===== config.mk =====
export PLATFORM = sky130hd
export DESIGN_NAME = vga_reg_master
export DESIGN_NICKNAME = d
export VERILOG_FILES = /design/src/rtl/vga_reg_pkg.sv /design/src/rtl/vga_reg_master.sv
export SDC_FILE = /design/constraint.sdc
export NUM_CORES = 1
export LEC_CHECK = 0
export BUFFER_PORTS_ARGS = -buffer_cell sky130_fd_sc_hd__buf_4
export CAP_MARGIN = 15
export CORE_MARGIN = 5
export CORE_UTILIZATION = 49
export DETAILED_ROUTE_END_ITERATION = 16
export PLACE_DENSITY = 0.82
export SLEW_MARGIN = 20
export SYNTH_ARGS = -nofsm -noshare
export SYNTH_HDL_FRONTEND = slang
export SYNTH_SLANG_ARGS = --single-unit

===== constraint.sdc =====
create_clock -name clk -period 4.8 [get_ports clk]
set_clock_uncertainty 0.15 [all_clocks]
set_input_delay 1.2 -clock clk [delete_from_list [all_inputs] [get_ports clk]]
set_output_delay 1.2 -clock clk [all_outputs]
set_load 0.01 [all_outputs]

===== src/rtl/vga_reg_pkg.sv =====
// vga_reg_pkg
//   Shared definitions for the VGA register bus master and its users:
//   command op encodings, VGA register addresses, control/status bit
//   positions and the bus-cycle FSM state encoding.
package vga_reg_pkg;

    // Command op encodings carried on cmd_op
    typedef enum logic [1:0] {
        OP_WR   = 2'b00,
        OP_RD   = 2'b01,
        OP_POLL = 2'b10,
        OP_NOP  = 2'b11
    } vga_op_e;

    // VGA responder register map
    localparam logic [1:0] REG_CTRL  = 2'd0;
    localparam logic [1:0] REG_BGCOL = 2'd1;

    // Control/status register bit positions
    localparam int CTRL_MODE_LSB = 0;
    localparam int CTRL_MODE_MSB = 1;
    localparam int CTRL_PLANE    = 2;
    localparam int CTRL_EN_IRQ   = 3;
    localparam int CTRL_VSYNC    = 4;   // active low: 0 means in vsync
    localparam int CTRL_HSYNC    = 5;

    // Bus-cycle FSM states
    typedef enum logic [2:0] {
        ST_IDLE   = 3'd0,
        ST_SETUP  = 3'd1,
        ST_STROBE = 3'd2,
        ST_HOLD   = 3'd3,
        ST_RESP   = 3'd4
    } vga_state_e;

endpackage


===== src/rtl/vga_reg_master.sv =====
// vga_reg_master
//   Bus-cycle initiator for the VGA register responder on the Mini8086 I/O
//   bus. Turns single-beat write / read / poll-vsync / nop commands into
//   timed _vga_io/_wr/addr/data cycles and reports each completion with a
//   one-cycle rsp_valid pulse.
//
// Handshake: a command is accepted on any rising edge where
//   cmd_valid && cmd_ready; cmd_ready is high exactly in IDLE. op/addr/wdata
//   are registered at accept. The response has no backpressure: rsp_valid is
//   high for one cycle and rsp_rdata/rsp_timeout hold until the next response.
//
// Ports:
//   clk, reset        clock, asynchronous active-high reset
//   cmd_valid/ready   command handshake
//   cmd_op/addr/wdata command payload (op 00 wr, 01 rd, 10 poll, 11 nop)
//   rsp_valid         one-cycle completion pulse
//   rsp_rdata         read/poll data
//   rsp_timeout       poll iteration limit reached
//   addr              bus register address
//   _vga_io, _wr      active-low register select / write strobes
//   data_out, data_oe write data and its drive enable
//   data_in           bus read data
//   dbg_state_o       current FSM state, for observation only
module vga_reg_master
    import vga_reg_pkg::*;
#(
    parameter int SETUP_CYC  = 1,
    parameter int STROBE_CYC = 2,
    parameter int HOLD_CYC   = 1,
    parameter int POLL_LIMIT = 16'hFFFF
) (
    input  logic       clk,
    input  logic       reset,
    input  logic       cmd_valid,
    output logic       cmd_ready,
    input  logic [1:0] cmd_op,
    input  logic [1:0] cmd_addr,
    input  logic [7:0] cmd_wdata,
    output logic       rsp_valid,
    output logic [7:0] rsp_rdata,
    output logic       rsp_timeout,
    output logic [1:0] addr,
    output logic       _vga_io,
    output logic       _wr,
    output logic [7:0] data_out,
    output logic       data_oe,
    input  logic [7:0] data_in,
    output vga_state_e dbg_state_o
);

    // Last phase-counter value of each bus phase
    localparam logic [3:0]  SETUP_LAST  = 4'(SETUP_CYC - 1);
    localparam logic [3:0]  STROBE_LAST = 4'(STROBE_CYC - 1);
    localparam logic [3:0]  HOLD_LAST   = 4'(HOLD_CYC - 1);
    localparam logic [15:0] POLL_LAST   = 16'(POLL_LIMIT);

    vga_state_e  state_q;
    vga_op_e     op_q;
    logic [3:0]  phase_q;
    logic [15:0] iter_q;
    logic [15:0] iter_d;
    logic [7:0]  rd_q;        // value captured at the end of the last strobe
    logic [1:0]  addr_q;
    logic [7:0]  data_out_q;
    logic        data_oe_q;
    logic        vga_io_n_q;
    logic        wr_n_q;
    logic        rsp_valid_q;
    logic [7:0]  rsp_rdata_q;
    logic        rsp_timeout_q;

    assign cmd_ready = (state_q == ST_IDLE);
    assign iter_d    = iter_q + 16'd1;

    always_ff @(posedge clk or posedge reset) begin
        if (reset) begin
            state_q       <= ST_IDLE;
            op_q          <= OP_NOP;
            phase_q       <= 4'd0;
            iter_q        <= 16'd0;
            rd_q          <= 8'h00;
            addr_q        <= 2'd0;
            data_out_q    <= 8'h00;
            data_oe_q     <= 1'b0;
            vga_io_n_q    <= 1'b1;
            wr_n_q        <= 1'b1;
            rsp_valid_q   <= 1'b0;
            rsp_rdata_q   <= 8'h00;
            rsp_timeout_q <= 1'b0;
        end else begin
            rsp_valid_q <= 1'b0;
            case (state_q)
                ST_IDLE: begin
                    if (cmd_valid) begin
                        op_q    <= vga_op_e'(cmd_op);
                        phase_q <= 4'd0;
                        iter_q  <= 16'd0;
                        if (cmd_op == OP_NOP) begin
                            state_q       <= ST_RESP;
                            rsp_valid_q   <= 1'b1;
                            rsp_rdata_q   <= 8'h00;
                            rsp_timeout_q <= 1'b0;
                        end else begin
                            state_q    <= ST_SETUP;
                            // Polling always targets the control/status register
                            addr_q     <= (cmd_op == OP_POLL) ? REG_CTRL : cmd_addr;
                            data_oe_q  <= (cmd_op == OP_WR);
                            data_out_q <= (cmd_op == OP_WR) ? cmd_wdata : 8'h00;
                        end
                    end
                end

                ST_SETUP: begin
                    if (phase_q == SETUP_LAST) begin
                        state_q    <= ST_STROBE;
                        phase_q    <= 4'd0;
                        vga_io_n_q <= 1'b0;
                        wr_n_q     <= (op_q == OP_WR) ? 1'b0 : 1'b1;
                    end else begin
                        phase_q <= phase_q + 4'd1;
                    end
                end

                ST_STROBE: begin
                    if (phase_q == STROBE_LAST) begin
                        state_q    <= ST_HOLD;
                        phase_q    <= 4'd0;
                        rd_q       <= data_in;
                        vga_io_n_q <= 1'b1;
                        wr_n_q     <= 1'b1;
                    end else begin
                        phase_q <= phase_q + 4'd1;
                    end
                end

                ST_HOLD: begin
                    if (phase_q == HOLD_LAST) begin
                        phase_q <= 4'd0;
                        if (op_q == OP_POLL && rd_q[CTRL_VSYNC]) begin
                            // Not yet in vsync: count the iteration and retry or give up
                            iter_q <= iter_d;
                            if (iter_d == POLL_LAST) begin
                                state_q       <= ST_RESP;
                                rsp_valid_q   <= 1'b1;
                                rsp_rdata_q   <= rd_q;
                                rsp_timeout_q <= 1'b1;
                                data_oe_q     <= 1'b0;
                            end else begin
                                state_q <= ST_SETUP;
                            end
                        end else begin
                            state_q       <= ST_RESP;
                            rsp_valid_q   <= 1'b1;
                            rsp_rdata_q   <= (op_q == OP_WR) ? 8'h00 : rd_q;
                            rsp_timeout_q <= 1'b0;
                            data_oe_q     <= 1'b0;
                        end
                    end else begin
                        phase_q <= phase_q + 4'd1;
                    end
                end

                ST_RESP: begin
                    state_q <= ST_IDLE;
                end

                default: begin
                    state_q <= ST_IDLE;
                end
            endcase
        end
    end

    assign rsp_valid   = rsp_valid_q;
    assign rsp_rdata   = rsp_rdata_q;
    assign rsp_timeout = rsp_timeout_q;
    assign addr        = addr_q;
    assign _vga_io     = vga_io_n_q;
    assign _wr         = wr_n_q;
    assign data_out    = data_out_q;
    assign data_oe     = data_oe_q;
    assign dbg_state_o = state_q;

endmodule

==> After elaboration in Yosys (flattened, before gate mapping) <==
Cells that the tools add are included.
{ "totals": {"output_inout_bits": 27, "word_cells": 99, "regBits": 56, "input_bits": 23} }
{ "classes": {"eq_ne": 16, "add_sub_neg": 2, "mux": 49, "n_reduce_logical": 18, "bitwise_logic": 1} }
{ "op_table": {"columns": ["cell", "n"], "rows": [
  ["8-bit 2-to-1 mux", 7],
  ["16-bit 2-to-1 mux", 3],
  ["16-bit one-hot mux with 2 select lines", 1],
  ["3-bit 2-to-1 mux", 7],
  ["1-bit 2-to-1 mux", 19],
  ["16-bit by 1-bit adder with 16-bit output (second input constant)", 1],
  ["16-bit equality test (second input constant)", 1],
  ["8-bit one-hot mux with 2 select lines", 1],
  ["4-bit 2-to-1 mux", 3],
  ["2-bit inequality test (second input constant)", 6],
  ["3-bit one-hot mux with 4 select lines", 1],
  ["4-bit one-hot mux with 3 select lines", 1],
  ["1-bit one-hot mux with 2 select lines", 5],
  ["5-bit AND reduction", 2],
  ["4-bit AND reduction", 2],
  ["2-bit equality test (second input constant)", 3],
  ["3-bit by 2-bit equality test with 1-bit output (second input constant)", 2],
  ["2-bit AND reduction", 3],
  ["3-bit AND reduction", 2],
  ["4-bit by 1-bit adder with 4-bit output (second input constant)", 1],
  ["4-bit by 1-bit equality test with 1-bit output (second input constant)", 1],
  ["2-bit zero test", 2],
  ["4-bit zero test", 1],
  ["2-bit nonzero test", 2],
  ["9 further kinds", 9]
]} }

==> Depth between registers and ports, before layout <==
Gate-level depths: netlist of the first run.
{ "logic_depth": {"word_depth": 6, "depth_mapped": 10, "depth_no_buf": 8} }

==> Worst setup path after synthesis of the first run <==
Ideal clock, no wire load.
{ "synth_path": {"path_kind": "input to register", "start": "in cmd_valid", "end": "reg iter_q[10]", "setup_slack_ns": 2.282, "stages": 6, "setup_ns": 0.110, "arrival_ns": 2.258, "cell_sequence": "nor3_1 a31oi_1 o22ai_1 clkbuf_1 o21ai_0 o41ai_1"} }
{ "synth_between": {"elab_chain_cells": 2} }
{ "synth_lines": {"columns": ["element", "line", "text"], "rows": [
  ["start, declared", "vga_reg_master.sv:34", "input logic cmd_valid,"],
  ["2-bit inequality test (no line)", null, null],
  ["4-bit AND reduction (no line)", null, null],
  ["end signal, assigned", "vga_reg_master.sv:141", "iter_q <= iter_d;"],
  ["end, declared", "vga_reg_master.sv:60", "logic [15:0] iter_q;"]
]} }
Every way passes these cells.
A chain may end at the register's enable or synchronous reset.

==> Final worst setup path of the first run <==
{ "layout_path": {"start": "reg phase_q[0]", "end": "reg iter_q[10]"} }
{ "layout_between": {"elab_chain_cells": 3} }
{ "layout_lines": {"columns": ["element", "line", "text"], "rows": [
  ["start, declared", "vga_reg_master.sv:59", "logic [3:0] phase_q;"],
  ["start signal, assigned", "vga_reg_master.sv:120", "phase_q <= phase_q + 4'd1;"],
  ["start signal, assigned", "vga_reg_master.sv:132", "phase_q <= phase_q + 4'd1;"],
  ["start signal, assigned", "vga_reg_master.sv:159", "phase_q <= phase_q + 4'd1;"],
  ["4-bit zero test", "vga_reg_master.sv:137", "if (phase_q == HOLD_LAST) begin"],
  ["2-bit inequality test (no line)", null, null],
  ["4-bit AND reduction (no line)", null, null]
]} }
Every way passes these cells.

==> qor.csv, run 1 <==
metric,value,unit
period utilization,0.708,
placed cell area,3260,um2
switching share of power,0.388,
CTS Root Cell,clkbuf_8,
die span in x,86.4,um
# DRC,0,
sequential-to-total area share from yosys stat,0.491,
min-delay worst type,reg -> reg,
clock share of power,0.142,
IO Port Bufs,49,
Max Cap Viol,0,
Power Dens Cells,540,nW/um2
Final Hold Viols,0,
clock-pin transition on the worst setup and hold timing paths,0.10,ns
Synth Register Bits,56,
fraction of the mapped netlist area in compound gates,0.184,
"critical path fanouts, max",12,
CTS tree,yes,
CP startpoint kind,register,
Final min period,3.40,ns
sequential power share,0.432,
max incr delay on CP,0.64,ns
worst slack at placement,1.28,ns
DRT antenna net count,0,
# resized after CTS,0,
status,finished clean,
largest net degree at the start of global routing,35,
Yosys warnings,0,
Worst path slowest cell,a21oi_1,
initial core utilization,0.510,
gr usage total,0.180,
Post-synth ARST share,1.00,
leakage,0.00147,uW
grt ovf,0,
largest family of logic cells by synthesized area,simple AND/OR/NAND/NOR gates,
Routed wire per std cell,16.7,um
Buf/Inv on CP,1,
cts hold-fix bufs,0,
initial antenna violation count,0,
mux share of post-synthesis cell area,0.0433,
Max transition margin,0.361,
clock buffer count from CTS,5,
# setup viols final,0,
CTS sink cnt,56,
HPWL Detailed,4.76,mm
setup TNS,0,ns
DR iter-0 viols,177,
layout cells sized above 1,0.260,
fin. max-slew vios,0,
adder-cell share of the synthesized area,0.0219,
"Avg Cell Area, Syn",9.94,um2
die height,86.4,um
dpl cells,395,
"Cell Area, Synth",2860,um2
# H-tree levels,2,
vias post-DR,2423,
count of cell types in the netlist,48,
worst skew pair latency,0.31,ns
crit-path cells,inv_1 > ha_1 > or3b_2 > a31oi_1 > nor2_1 > a21oi_1 > nand2_1 > o41ai_1,
GP Congestion,0.850,
Ports,50,
cells after synthesis,288,
Pint,1110,uW
Routed WL,6.71,mm
unrepaired setup endpoints after global routing,false,
Slew @ Worst Pin,0.955,ns
"most common cell after layout, fill and taps aside",dfrtp_1,
"non-filler cells, final",403,
sw power,701,uW
CTS Buffer Depth,2,
"CP delay by family, top",compound AO/OA/AOI/OAI gates,
Post-synth EDFFs,0,
Cell Rows,27,
Diodes inserted,0,
routed vias/inst,6.01,
Max Clock Freq,294,MHz
vias in the first global route,2291,
postcts setup bufs,0,
Area Overhead vs Synth,16.9,%
Final Net Count,358,
xor-xnor portion of the synthesized cell area,0.0122,
die area,7470,um2
Worst setup EP type,register,
Post-Synth Simple-Gate Area,0.213,
Worst Path Arrival,3.44,ns
VDD IR max,347,uV
design area,3350,um2
Comb pwr share,0.426,
CP required,4.85,ns
first-pass GRT wire length,11.0,mm
WS Path Type,reg -> reg,
Synth Flop Type,dfrtp_1,
First-pass DRT Iterations,4,
most frequent cells in the layout,"52 x dfrtp_1, 51 x buf_4, 28 x nand2_1",
worst setup margin,1.40,ns
post-synth net total,316,
core outline area,5610,um2
-- state kept, by name (all words and copies together), names as in the netlist --
| name | flops |
|---|---|
| rsp_valid | 1 |
| rd_q | 8 |
| data_oe | 1 |
| iter_q | 16 |
| addr | 2 |
| dbg_state_o | 3 |
| rsp_rdata | 8 |
| _vga_io | 1 |
| phase_q | 4 |
| op_q | 2 |
| rsp_timeout | 1 |
| data_out | 8 |
| _wr | 1 |
-- worst min-delay path, cell delays in order, from the launching register on --
cell and delay (ns):
dfrtp_1 0.37, nand2_1 0.05, o31ai_1 0.05
-- synthesized netlist by cell type (all sizes together) (6+ instances only) --
library cell,count,area (um2)
a21oi,8,40.0
a22o,12,105
buf,8,42.5
clkbuf,8,31.3
dfrtp,52,1300
inv,6,22.5
mux2,11,124
nand2,28,105
nand3,12,65.1
nand4,14,93.8
nor2,20,75.1
nor3,9,60.1
o21ai,23,115
o22ai,11,68.8
o31ai,9,67.6
-- final cells by class --
class | count | area, um2
sequential | 56 | 1410
multi-input combinational | 210 | 1360
clock buffer | 6 | 72.6
timing repair buffer | 51 | 383
tap | 72 | 90.1
fill | 490 | 2260
clock inverter | 2 | 12.5
inverter | 6 | 22.5
-- power by group through the flow --
stage | combinational, uW | sequential, uW | clock (uW)
after floorplan | 480 | 779 | 0
after global placement | 747 | 782 | 0
after detailed placement | 778 | 780 | 0
after CTS | 777 | 778 | 263
after global routing | 840 | 805 | 278
final | 769 | 780 | 257
-- layer usage --
layer,GRT usage,up-vias,part of all wire
met5,0,-,0
met4,0.0382,0,0.010
met3,0.0342,6,0.059
met2,0.287,95,0.47
met1,0.255,1174,0.46
li1,-,1148,-
-- cells by family (layout without fill, tap and decap cells) --
| kind of cell | Yosys count | after routing |
|---|---|---|
| buf+inv | 22 | 65 |
| simple gates | 110 | 110 |
| flops | 56 | 56 |
| fa+ha+maj | 5 | 5 |
| xor+xnor | 4 | 4 |
| mux | 11 | 11 |
| compound gates | 80 | 80 |
-- stage by stage --
step | hold slack [ns] | utilization | power, uW
global placement | 0.321 | 0.582 | 1530
global route | 0.384 | 0.597 | 1920
finish | 0.349 | 0.597 | 1810
detailed placement | 0.332 | 0.582 | 1560
floorplan | 0.311 | - | 1260
CTS | 0.355 | 0.597 | 1820
-- worst paths after layout --
path / from / endpoint / slack [ns] / cells past startpoint
worst min register to register: rsp_timeout$_DFFE_PP0P_ / rsp_timeout$_DFFE_PP0P_ / 0.35 / 2
worst max-delay path: phase_q[0]$_DFFE_PP0P_ / iter_q[10]$_DFFE_PP0P_ / 1.40 / 8
worst min-delay path: rsp_timeout$_DFFE_PP0P_ / rsp_timeout$_DFFE_PP0P_ / 0.35 / 2
max in group asynchronous: reset / iter_q[4]$_DFFE_PP0P_ / 2.95 / 3
worst max register to register: phase_q[0]$_DFFE_PP0P_ / iter_q[10]$_DFFE_PP0P_ / 1.40 / 8
min in group asynchronous: reset / data_out[0]$_DFFE_PP0P_ / 0.75 / 2
(Power assumes the default switching activity.)
==> inputs of run 2 (changes only) <==
Clock period 4.8 ns to 3.4 ns, I/O delays scaled along.
==> qor.csv, run 2 (synthesis gave the netlist of run 1 again) <==
metric,value,unit
Slew @ Worst Pin,0.764,ns
clock buffer count from CTS,5,
unrepaired setup endpoints after global routing,false,
r2r setup slk,0.67,ns
die height,86.4,um
Max Cap Viol,0,
Routed WL,6.78,mm
Worst Path Arrival,2.78,ns
routed vias/inst,6.00,
vias in the first global route,2383,
cts hold-fix bufs,0,
core outline area,5610,um2
CTS Root Cell,clkbuf_8,
reg-to-reg startpoint,phase_q[0]$_DFFE_PP0P_,
# H-tree levels,2,
# setup viols final,0,
First-pass DRT Iterations,4,
Power Dens Cells,797,nW/um2
fin. max-slew vios,0,
initial antenna violation count,0,
status,finished clean,
leakage,0.00152,uW
VDD IR max,541,uV
dpl cells,401,
Largest Register,iter_q,
Worst Reg-to-Reg Cells,9,
IO Port Bufs,49,
Max transition margin,0.488,
worst hold margin,0.344,ns
gr usage total,0.191,
die span in x,86.4,um
Diodes inserted,0,
die area,7470,um2
CP required,3.45,ns
DR iter-0 viols,184,
CTS tree,yes,
Ports,50,
Max Clock Freq,367,MHz
HPWL Detailed,5.01,mm
CTS Buffer Depth,2,
CP Capture Point,iter_q[7]$_DFFE_PP0P_,
GP Congestion,0.872,
Final Hold Viols,0,
period utilization,0.802,
# resized after CTS,0,
postcts setup bufs,0,
largest net degree at the start of global routing,24,
CP startpoint kind,register,
vias post-DR,2456,
WS Path Type,reg -> reg,
# DRC,0,
most frequent cells in the layout,"57 x buf_4, 52 x dfrtp_1, 28 x nand2_1",
clock-pin transition on the worst setup and hold timing paths,0.10,ns
DRT antenna net count,0,
max FFs per register,16,
layout cells sized above 1,0.273,
Final Net Count,364,
Worst setup EP type,register,
R2R Path End,iter_q[7]$_DFFE_PP0P_,
initial core utilization,0.510,
"most common cell after layout, fill and taps aside",buf_4,
worst skew pair latency,0.30,ns
setup TNS,0,ns
"critical path fanouts, max",12,
grt ovf,0,
Area Overhead vs Synth,20.1,%
first-pass GRT wire length,11.4,mm
Routed wire per std cell,16.6,um
"non-filler cells, final",409,
Final min period,2.73,ns
CTS sink cnt,56,
Worst Setup SP,phase_q[0]$_DFFE_PP0P_,
Cell Rows,27,
min-delay worst type,in -> async,
[run 2: cell count changes in the layout (fill, tap and decap cells not counted)]
| cell | change |
|---|---|
| bufinv_16 | +2 |
| clkinvlp_4 | -1 |
| buf_4 | +6 |
| clkinv_2 | -1 |
[run 2: report_power, final]
group	switching (uW)	internal, uW
combinational	599	546
clock	213	294
sequential	185	903
[run 2: metal layers]
| metal | vias up | wire length [um] | GRT usage |
|---|---|---|---|
| met5 | - | 0 | 0 |
| met4 | 0 | 144 | 0.0779 |
| met3 | 16 | 561 | 0.0494 |
| met2 | 96 | 3230 | 0.307 |
| met1 | 1178 | 2840 | 0.245 |
| li1 | 1166 | - | - |
[run 2: critical path, stage by stage (launching register included)]
cell	delay, ns
dfrtp_1	0.42
inv_1	0.10
ha_1	0.21
or3b_2	0.45
a31oi_1	0.26
nor2_1	0.09
a21oi_1	0.12
buf_4	0.19
nand2_1	0.29
o41ai_1	0.33
[run 2: metrics by stage]
stage               instance area [um2]  utilization  total power, uW  worst slack [ns]
floorplan                          2860            -             1780             0.999
global placement                   3310        0.590             2200             0.801
detailed placement                 3310        0.590             2240             0.683
CTS                                3440        0.613             2760             0.683
global route                       3440        0.613             2930             0.369
finish                             3440        0.613             2740             0.674
[run 2: layout make-up]
cell class / count / area, um2
Fill cell: 475 / 2170
Clock inverter: 2 / 60.1
Inverter: 6 / 22.5
Tap cell: 72 / 90.1
Clock buffer: 6 / 72.6
Sequential cell: 56 / 1410
Multi-Input combinational cell: 210 / 1360
Timing Repair Buffer: 57 / 428
[run 2: how the worst min path moves through the flow]
stage,end,cells past startpoint
6_report,addr[1]$_DFFE_PP0P_,2
5_1_grt,data_out[1]$_DFFE_PP0P_,2
4_1_cts,data_out[0]$_DFFE_PP0P_,2
3_5_place_dp,rsp_timeout$_DFFE_PP0P_,2
3_3_place_gp,rsp_timeout$_DFFE_PP0P_,2
2_1_floorplan,iter_q[14]$_DFFE_PP0P_,1
==> inputs of run 3 (changes only) <==
Clock period 3.4 ns to 2.55 ns, I/O delays scaled along.
==> qor.csv, run 3 (synthesis gave the netlist of run 1 again) <==
metric,value,unit
cts hold-fix bufs,0,
max FFs per register,16,
met1 Track Usage GR,0.253,
r2r setup slk,0.11,ns
# setup viols final,0,
Slew @ Worst Pin,0.484,ns
Worst setup EP type,register,
max incr delay on CP,0.45,ns
# fillers,465,
DRT antenna net count,0,
Area Overhead vs Synth,22.3,%
Routed WL,6.93,mm
CTS sink cnt,56,
"most common cell after layout, fill and taps aside",buf_4,
CTS Buffer Depth,2,
postcts setup bufs,0,
initial antenna violation count,0,
grt ovf,0,
routed vias/inst,6.02,
gr usage total,0.194,
period utilization,0.958,
First-pass DRT Iterations,5,
most frequent cells in the layout,"60 x buf_4, 51 x dfrtp_1, 28 x nand2_1",
"critical path fanouts, max",9,
Final Net Count,369,
Worst path slowest cell,dfrtp_1,
Max Clock Freq,409,MHz
core outline area,5610,um2
Power Dens Cells,1040,nW/um2
leakage,0.00155,uW
CP required,2.63,ns
Max transition margin,0.677,
Diodes inserted,0,
Routed wire per std cell,16.7,um
IO Port Bufs,49,
WS Path Type,reg -> reg,
DR iter-0 viols,283,
CTS tree,yes,
# DRC,0,
setup TNS,0,ns
Worst Path Arrival,2.53,ns
initial core utilization,0.510,
HPWL Detailed,5.04,mm
worst skew pair latency,0.31,ns
total power,3620,uW
Final min period,2.44,ns
status,finished clean,
# H-tree levels,2,
CP startpoint kind,register,
Final Hold Viols,0,
vias in the first global route,2529,
crit-path cells,ha_2 > nand2_1 > or3_4 > nor4_4 > nor3_4 > o21a_1 > buf_4 > o22ai_1,
Cell Rows,27,
die height,86.4,um
vias post-DR,2494,
worst hold margin,0.199,ns
clock-pin transition on the worst setup and hold timing paths,0.10,ns
grt met2 use,0.315,
min-delay worst type,in -> async,
die area,7470,um2
CTS Root Cell,clkbuf_8,
VDD IR max,607,uV
GR peak layer,met2,
Largest Register,iter_q,
Max Cap Viol,0,
fin. max-slew vios,0,
met3 Usage GRT,0.0542,
first-pass GRT wire length,11.8,mm
GP Congestion,0.880,
unrepaired setup endpoints after global routing,false,
clock buffer count from CTS,5,
Ports,50,
largest net degree at the start of global routing,25,
layout cells sized above 1,0.307,
die span in x,86.4,um
-- run 3: cell count changes in the layout (fill, tap and decap cells not counted), sizes merged --
cell,change
buf,+4
bufinv,-1
inv,+1
nand2,+1
-- run 3: stage by stage --
step	util	setup WS [ns]	cells	cell area, um2
6_report	0.624	0.107	414	3500
5_1_grt	0.624	0.00966	414	3500
4_1_cts	0.616	0.00177	413	3460
3_5_place_dp	0.595	0.0194	405	3340
3_3_place_gp	0.595	0.0911	405	3340
2_1_floorplan	-	0.149	288	2860
-- run 3: what timing repair did --
action / 4_1_cts / 5_1_grt
cloned: 0 / 1
endpoints found under the setup margin: 3 / 24
resized for setup: 2 / 10
pin swaps: 0 / 2
-- run 3: cell type report --
class	instances	area (um2)	area share
Inverter	6	22.5	0.00643
Multi-Input combinational cell	211	1410	0.402
Tap cell	72	90.1	0.0257
Clock buffer	6	72.6	0.0207
Clock inverter	2	38.8	0.0111
Sequential cell	56	1410	0.402
Timing Repair Buffer	61	462	0.132
-- run 3: final timing paths --
path	start	end	cells after the start
worst max-delay path	iter_q[1]$_DFFE_PP0P_	rsp_rdata[4]$_DFFE_PP0P_	8
worst min-delay path	reset	data_out[2]$_DFFE_PP0P_	2
worst max register to register	iter_q[1]$_DFFE_PP0P_	rsp_rdata[4]$_DFFE_PP0P_	8
worst min register to register	rsp_timeout$_DFFE_PP0P_	rsp_timeout$_DFFE_PP0P_	2
max in group asynchronous	reset	rsp_valid$_DFF_PP0_	3
min in group clk	rsp_timeout$_DFFE_PP0P_	rsp_timeout$_DFFE_PP0P_	2
-- run 3: critical path: cells and delay by family, from the launching register on --
family / cells / cell delay, ns
buf+inv: 1 / 0.17
flops: 1 / 0.45
fa+ha+maj: 1 / 0.29
simple gates: 4 / 0.95
compound gates: 2 / 0.36
-- run 3: per-layer routing --
layer,routed length [um],part of all wire
met1,2950,0.43
met2,3420,0.49
met3,476,0.069
met4,83,0.012
met5,0,0
-- run 3: report_power, final --
group	switching, uW	total, uW	internal, uW	leakage [uW]
clock network	292	589	297	0.0000558
logic	810	1570	760	0.000758
registers	261	1460	1200	0.000732
total	1360	3620	2260	0.00155
